### config.mk
export PLATFORM = sky130hd
export DESIGN_NAME = obj_renderer
export DESIGN_NICKNAME = d
export VERILOG_FILES = /design/src/rtl/obj_renderer.sv
export SDC_FILE = /design/constraint.sdc
export NUM_CORES = 1
export LEC_CHECK = 0
export BUFFER_PORTS_ARGS = -buffer_cell sky130_fd_sc_hd__clkbuf_2
export CORE_MARGIN = 4
export CORE_UTILIZATION = 40
export CTS_CLUSTER_DIAMETER = 40
export DETAILED_ROUTE_END_ITERATION = 7
export PLACE_DENSITY = 0.62
export SLEW_MARGIN = 20
export SYNTH_ARGS = -nofsm -noshare
export SYNTH_HDL_FRONTEND = slang
export SYNTH_SLANG_ARGS = --single-unit
### constraint.sdc
create_clock -name clk -period 1.95 [get_ports clk]
set_input_delay 0.0975 -clock clk [delete_from_list [all_inputs] [get_ports clk]]
set_output_delay 0.0975 -clock clk [all_outputs]
set_load 0.02 [all_outputs]
### src/rtl/obj_renderer.sv
// Object renderer: latches ball/racket descriptors once per frame, renders them into
// a two-stage pixel pipeline and reports per-frame ball/racket collisions.
module obj_renderer #(
    parameter int          NUM_OBJ   = 4,
    parameter int          BALL_SIZE = 16,
    parameter int          RACK_W    = 8,
    parameter int          RACK_H    = 64,
    parameter logic [23:0] BG_COLOR  = 24'h000000
) (
    input  logic                      clk,
    input  logic                      reset_n,
    input  logic                      frame_start_strobe,
    input  logic                      line_start,
    input  logic                      pix_valid,
    input  logic [NUM_OBJ-1:0][11:0]  obj_x,
    input  logic [NUM_OBJ-1:0][11:0]  obj_y,
    input  logic [NUM_OBJ-1:0]        obj_en,
    input  logic [NUM_OBJ-1:0][23:0]  obj_color,
    output logic                      pix_out_valid,
    output logic [23:0]               pix_rgb,
    output logic [3:0]                collision,
    output logic                      collision_strobe
);

    // Pixel stream: pix_valid -> v1 -> pix_out_valid. There is no backpressure;
    // every valid beat is accepted and emitted exactly two clocks later.

    function automatic logic [12:0] obj_w(input int i);
        return (i < 2) ? 13'(BALL_SIZE) : 13'(RACK_W);
    endfunction

    function automatic logic [12:0] obj_h(input int i);
        return (i < 2) ? 13'(BALL_SIZE) : 13'(RACK_H);
    endfunction

    logic [11:0]               x_cnt;
    logic [11:0]               y_cnt;
    logic [NUM_OBJ-1:0][11:0]  sh_x;
    logic [NUM_OBJ-1:0][11:0]  sh_y;
    logic [NUM_OBJ-1:0]        sh_en;
    logic [NUM_OBJ-1:0][23:0]  sh_color;
    logic [NUM_OBJ-1:0]        hit_c;
    logic [NUM_OBJ-1:0]        hit1;
    logic                      v1;
    logic [23:0]               color_c;
    logic [3:0]                pair_c;
    logic [3:0]                acc;

    // Shadow set: only the frame strobe updates it, so a frame never tears.
    always_ff @(posedge clk or negedge reset_n) begin
        if (!reset_n) begin
            sh_x     <= '0;
            sh_y     <= '0;
            sh_en    <= '0;
            sh_color <= '0;
        end else if (frame_start_strobe) begin
            sh_x     <= obj_x;
            sh_y     <= obj_y;
            sh_en    <= obj_en;
            sh_color <= obj_color;
        end
    end

    always_ff @(posedge clk or negedge reset_n) begin
        if (!reset_n) begin
            x_cnt <= '0;
            y_cnt <= 12'hFFF;
        end else if (frame_start_strobe) begin
            x_cnt <= '0;
            y_cnt <= line_start ? 12'h000 : 12'hFFF;
        end else if (line_start) begin
            x_cnt <= '0;
            y_cnt <= y_cnt + 12'd1;
        end else if (pix_valid && (x_cnt != 12'hFFF)) begin
            x_cnt <= x_cnt + 12'd1;
        end
    end

    // Bounds are compared at 13 bits so objects near 4095 never wrap to row/column 0.
    always_comb begin
        hit_c = '0;
        for (int i = 0; i < NUM_OBJ; i++) begin
            hit_c[i] = sh_en[i]
                    && ({1'b0, x_cnt} >= {1'b0, sh_x[i]})
                    && ({1'b0, x_cnt} <  ({1'b0, sh_x[i]} + obj_w(i)))
                    && ({1'b0, y_cnt} >= {1'b0, sh_y[i]})
                    && ({1'b0, y_cnt} <  ({1'b0, sh_y[i]} + obj_h(i)));
        end
    end

    always_ff @(posedge clk or negedge reset_n) begin
        if (!reset_n) begin
            hit1 <= '0;
            v1   <= 1'b0;
        end else begin
            hit1 <= pix_valid ? hit_c : '0;
            v1   <= pix_valid;
        end
    end

    // Lowest index wins: balls over rackets, ball0 over ball1.
    always_comb begin
        color_c = BG_COLOR;
        for (int i = NUM_OBJ - 1; i >= 0; i--) begin
            if (hit1[i]) begin
                color_c = sh_color[i];
            end
        end
    end

    always_ff @(posedge clk or negedge reset_n) begin
        if (!reset_n) begin
            pix_out_valid <= 1'b0;
            pix_rgb       <= BG_COLOR;
        end else begin
            pix_out_valid <= v1;
            pix_rgb       <= v1 ? color_c : BG_COLOR;
        end
    end

    always_comb begin
        pair_c = '0;
        if (v1) begin
            pair_c = {hit1[1] & hit1[3], hit1[1] & hit1[2],
                      hit1[0] & hit1[3], hit1[0] & hit1[2]};
        end
    end

    always_ff @(posedge clk or negedge reset_n) begin
        if (!reset_n) begin
            acc              <= '0;
            collision        <= '0;
            collision_strobe <= 1'b0;
        end else if (frame_start_strobe) begin
            collision        <= acc | pair_c;
            acc              <= '0;
            collision_strobe <= 1'b1;
        end else begin
            acc              <= acc | pair_c;
            collision_strobe <= 1'b0;
        end
    end

endmodule

-- Yosys cells after proc, flatten, opt, wreduce, memory -nomap -nowiden
Index checks and enable logic that the tools add are counted.
- add/sub/neg operators: 10
- $lt $le $gt $ge: 16
- eq/ne operators: 1
- mux-type cells: 15
- bitwise logic cells: 5
- reduce and logical (&&, ||, !) cells: 19
- operator list (operator ; count):
    $mux 24 ; 5
    $lt 12x13->1 ; 8
    $ge 12x12->1 ; 8
    $mux 12 ; 6
    $add 12x5->13 const B ; 4
    $add 12x4->13 const B ; 2
    $add 12x7->13 const B ; 2
    $add 12x1->12 const B ; 2
    $logic_and 1x1->1 ; 17
    $mux 4 ; 3
    $ne 12x12->1 const B ; 1
    $and 1x1->1 ; 4
    $or 4x4->4 ; 1
    $reduce_bool 3->1 ; 1
    $reduce_bool 2->1 ; 1
    $mux 1 ; 1
- register bits: 259
- input bits: 201
- output and inout port bits: 30
- logic and storage cells: 88

-- Longest topological paths before layout
- depth after elaboration: 6
- mapped depth: 11
- mapped depth without buffers: 11

-- Worst setup path before layout
No wires, ideal clock.
- path kind: flip-flop to flip-flop
- from: reg sh_y[4] in the netlist's numbering
- to: reg hit1[0]
- library setup time: 87 ps
- arrival time: 2065 ps
- data required time: 1863 ps
- path slack: -201 ps
- stages on the path, launching flop included: 10
- buffers on the path: 0
- period minus slack after synthesis: 2151 ps
- cells stage by stage: dfrtp_1 ha_1 nand3_1 xnor2_1 ha_1 nand4_1 nor2_1 a2111o_1 a41o_1 a211oi_2
- cells in the longest elaborated chain, start to end: 4
- elaborated cells between the ends (all ways): 6
- classes of those cells: 1 x add/sub; 2 x order compare; 1 x mux; 2 x reduce/logical
- RTL lines (what ; RTL line ; text):
    start, declared ; 39 ; logic [NUM_OBJ-1:0][11:0] sh_y;
    start signal, assigned ; 58 ; sh_y <= obj_y;
    $add 12x5->13 or $ge 12x12->1 (tied branches) ; 87, 86 ;
    $lt 12x13->1 or $logic_and 1x1->1 (tied branches) ; 87, 86 ;
    $logic_and 1x1->1 (*) ; 87 ; && ({1'b0, y_cnt} < ({1'b0, sh_y[i]} + obj_h(i)));
    $mux 4 (*) ; 96 ; hit1 <= pix_valid ? hit_c : '0;
    end signal, assigned ; 96 ;
    end, declared ; 43 ; logic [NUM_OBJ-1:0] hit1;
Mark *: on every way between the ends. The rest lies on a longest branch, timed or not.
A chain may end at the register's enable or synchronous reset.

-- Worst setup path after layout
Same ends and word-level chain as after synthesis.

==> run metrics <==
status finished, violations left; failing checks negative setup slack; library cells used by synthesis 61; LEAKAGE 10.4 nW; startpoint class of the critical path flip-flop; Worst path slowest cell dfrtp_1; Clock Latency Late Sink 0.57 ns; Initial Utilization 0.407; number of synthesized flops with an enable pin 0; Levels on crit path 9; Vias/cell 5.13; Worst Hold Class in -> async; HPWL after DPL 31,100 um; Setup crit end kind flip-flop; DP Worst Slack -0.498 ns; Tcrit/Tclk final 1.09; Area Growth Syn to Fin 46.2%; fmax 469 MHz; drt pass-1 iters 5; CP max stage delay 0.42 ns; reg-to-reg critical path endpoint hit1[0]; slew margin rel. 0.661; fin crit period 2.13 ns; clk sink count 259; clock skew 0.0251 ns; post-synth top area share 0.413; FF+latch count, synth 259; multi-input logic area 8080 um^2; RD Place Congestion 0.872; Net Count, Synth 1,871; R2R depth 9; dpl cells 2,302; CP Data Arrival Time 2.60 ns; DIE WIDTH 201 um; Final setup viols 4; post-route setup slack -0.180 ns; DRT antenna net count 0; fin. max-slew vios 0; Layout fillers 2,979; design area 21,900 um^2; Async S/R FF share, synth 1.00; Yosys warning total 0; clock buffer depth 3; RSZ-0062 raised after global routing true; overall power 17.8 mW; CP top delay family compound AO/OA/AOI/OAI gates; ys flop type dfrtp_1; register area share after synthesis 0.434; initial antenna violation count 0; Max IR drop VDD 0.000654 V; area occupied by registers 6510 um^2; H-tree depth 2; Synth area leader dfrtp_1; clock buffer count from CTS 48; Post-Synthesis Cell Area 15,000 um^2; Vias 13,300; Post-Syn Area per Cell 9.96 um^2; CTS tree yes; number of port buffers 230; die height 201 um; Worst Setup EP hit1[0]; I/O pin count 231; share of cells above drive strength 1 0.318; final hold violation count 0; WL/cell 17.3 um; Iter 0 DRT Violations 639; non-filler cells in the finished layout 2,602; DRT Wirelength 45,000 um; vias in the first global route 14,000; placed cell area 17,900 um^2; P per Cell Area 814 nW/um^2; ANT cells 0; num rows 70; largest net degree at the start of global routing 57; CTS root buf clkbuf_16; GRT Residual Overflow 0; CP required 2.42 ns; most common cell after layout, fill and taps aside dfrtp_1; CP Class reg -> reg; RR Startpoint sh_y[4]; Area contributors post-synth dfrtp_1, ha_1, mux2_2; CTS clk-pin slew, worst paths 0.06 ns; critical path cell sequence ha_4 > nand3_2 > xnor2_1 > ha_1 > nand4_1 > nor2_1 > a2111o_1 > a41o_1 > a211oi_2; Final #Nets 2,465; max_cap viols 0; crit path buf inv count 0; first-pass GRT wire length 72,400 um; most frequent cells in the layout dfrtp_1, clkbuf_2, dlygate4sd3_1; r2r setup slk -0.18 ns; GRT Total Usage 0.219; core footprint 36,800 um^2; Setup crit start sh_y[4]; Gate Count Post-Synth 1,502; Remaining DRCs 0; die area 40,500 um^2; Worst Path Max Fanout 4; Tightest Pin Transition 0.508 ns
cell families (layout without fill, tap and decap cells):
family                   Yosys count  in the layout  synth area share
adder cells (fa/ha/maj)          168            168             0.141
buffers and inverters            167            799            0.0441
AND/OR/NAND/NOR                  403            403             0.131
flip-flops                       259            259             0.434
AO/OA/AOI/OAI                    338            338             0.134
multiplexers                     109            109            0.0820
XOR/XNOR                          58             58            0.0340
worst reg2reg max path, cell delays in order, from the launching register on:
cell	delay, ns
dfrtp_1	0.42
ha_4	0.18
nand3_2	0.08
xnor2_1	0.18
ha_1	0.28
nand4_1	0.11
nor2_1	0.05
a2111o_1	0.38
a41o_1	0.20
a211oi_2	0.17
synth_stat cells (8+ instances only):
| library cell | instances |
|---|---|
| nor2_1 | 77 |
| clkbuf_1 | 37 |
| a21oi_1 | 87 |
| a21o_1 | 19 |
| nand2b_1 | 8 |
| nand3_1 | 45 |
| nor4_1 | 8 |
| ha_1 | 168 |
| and2_1 | 26 |
| nand2_1 | 152 |
| xnor2_1 | 51 |
| inv_1 | 107 |
| nor3_1 | 18 |
| a31oi_1 | 11 |
| o21ai_0 | 145 |
| mux2_2 | 108 |
| a22oi_1 | 24 |
| nand4_1 | 27 |
| a211oi_1 | 11 |
| dfrtp_1 | 247 |
| buf_2 | 20 |
| and4_1 | 9 |
| nor2b_1 | 13 |
| dfstp_2 | 12 |
| and3_1 | 8 |
what timing repair did:
item | in CTS | in global routing
setup buffers | 12 | 1
endpoints found under the hold margin | 463 | 0
endpoints found under the setup margin | 4 | 13
cloned | 0 | 0
pin swaps | 30 | 1
hold buffers | 200 | 0
gates resized for setup | 49 | 16
registers in the layout, indices dropped and copies added, names as in the netlist:
signal	count
v1	1
acc	4
hit1	4
y_cnt	12
sh_y	48
collision_strobe	1
pix_out_valid	1
sh_x	48
pix_rgb	24
sh_en	4
x_cnt	12
sh_color	96
collision	4
area by class of cell:
class / instances / area share
clock buffer: 53 / 0.0567
clock inverter: 35 / 0.0182
inverter: 107 / 0.0185
multi-input combinational: 1076 / 0.370
sequential: 259 / 0.298
tap: 468 / 0.0268
timing repair buffer: 604 / 0.213
worst min-delay path by stage:
stage                  from      endpoint  slack (ns)
detailed placement  reset_n  sh_color[26]        0.09
global route        reset_n  sh_color[51]         0.1
CTS                 reset_n  sh_color[55]        0.06
finish              reset_n   pix_rgb[15]        0.08
global placement    reset_n  sh_color[26]        0.08
floorplan           reset_n        acc[0]       -0.20
metrics by stage:
| step | util | TNS (ns) | hold slack, ns |
|---|---|---|---|
| floorplan | - | -0.0569 | -0.198 |
| global placement | 0.486 | -1.17 | 0.0813 |
| detailed placement | 0.486 | -1.40 | 0.0892 |
| CTS | 0.593 | -0.523 | 0.0633 |
| global route | 0.594 | -1.02 | 0.0981 |
| finish | 0.594 | -0.576 | 0.0840 |
layer usage:
metal / GRT usage / share of wire
met3: 0.0374 / 0.048
met2: 0.378 / 0.49
met4: 0.0815 / 0.033
met5: 0 / 0
met1: 0.276 / 0.43
power by group:
| group | switching [mW] | total [mW] | internal, mW |
|---|---|---|---|
| Clock | 3.09 | 8.33 | 5.23 |
| Sequential | 0.314 | 6.16 | 5.84 |
| Combinational | 1.59 | 3.31 | 1.72 |
Power figures use the tool's default switching activity.
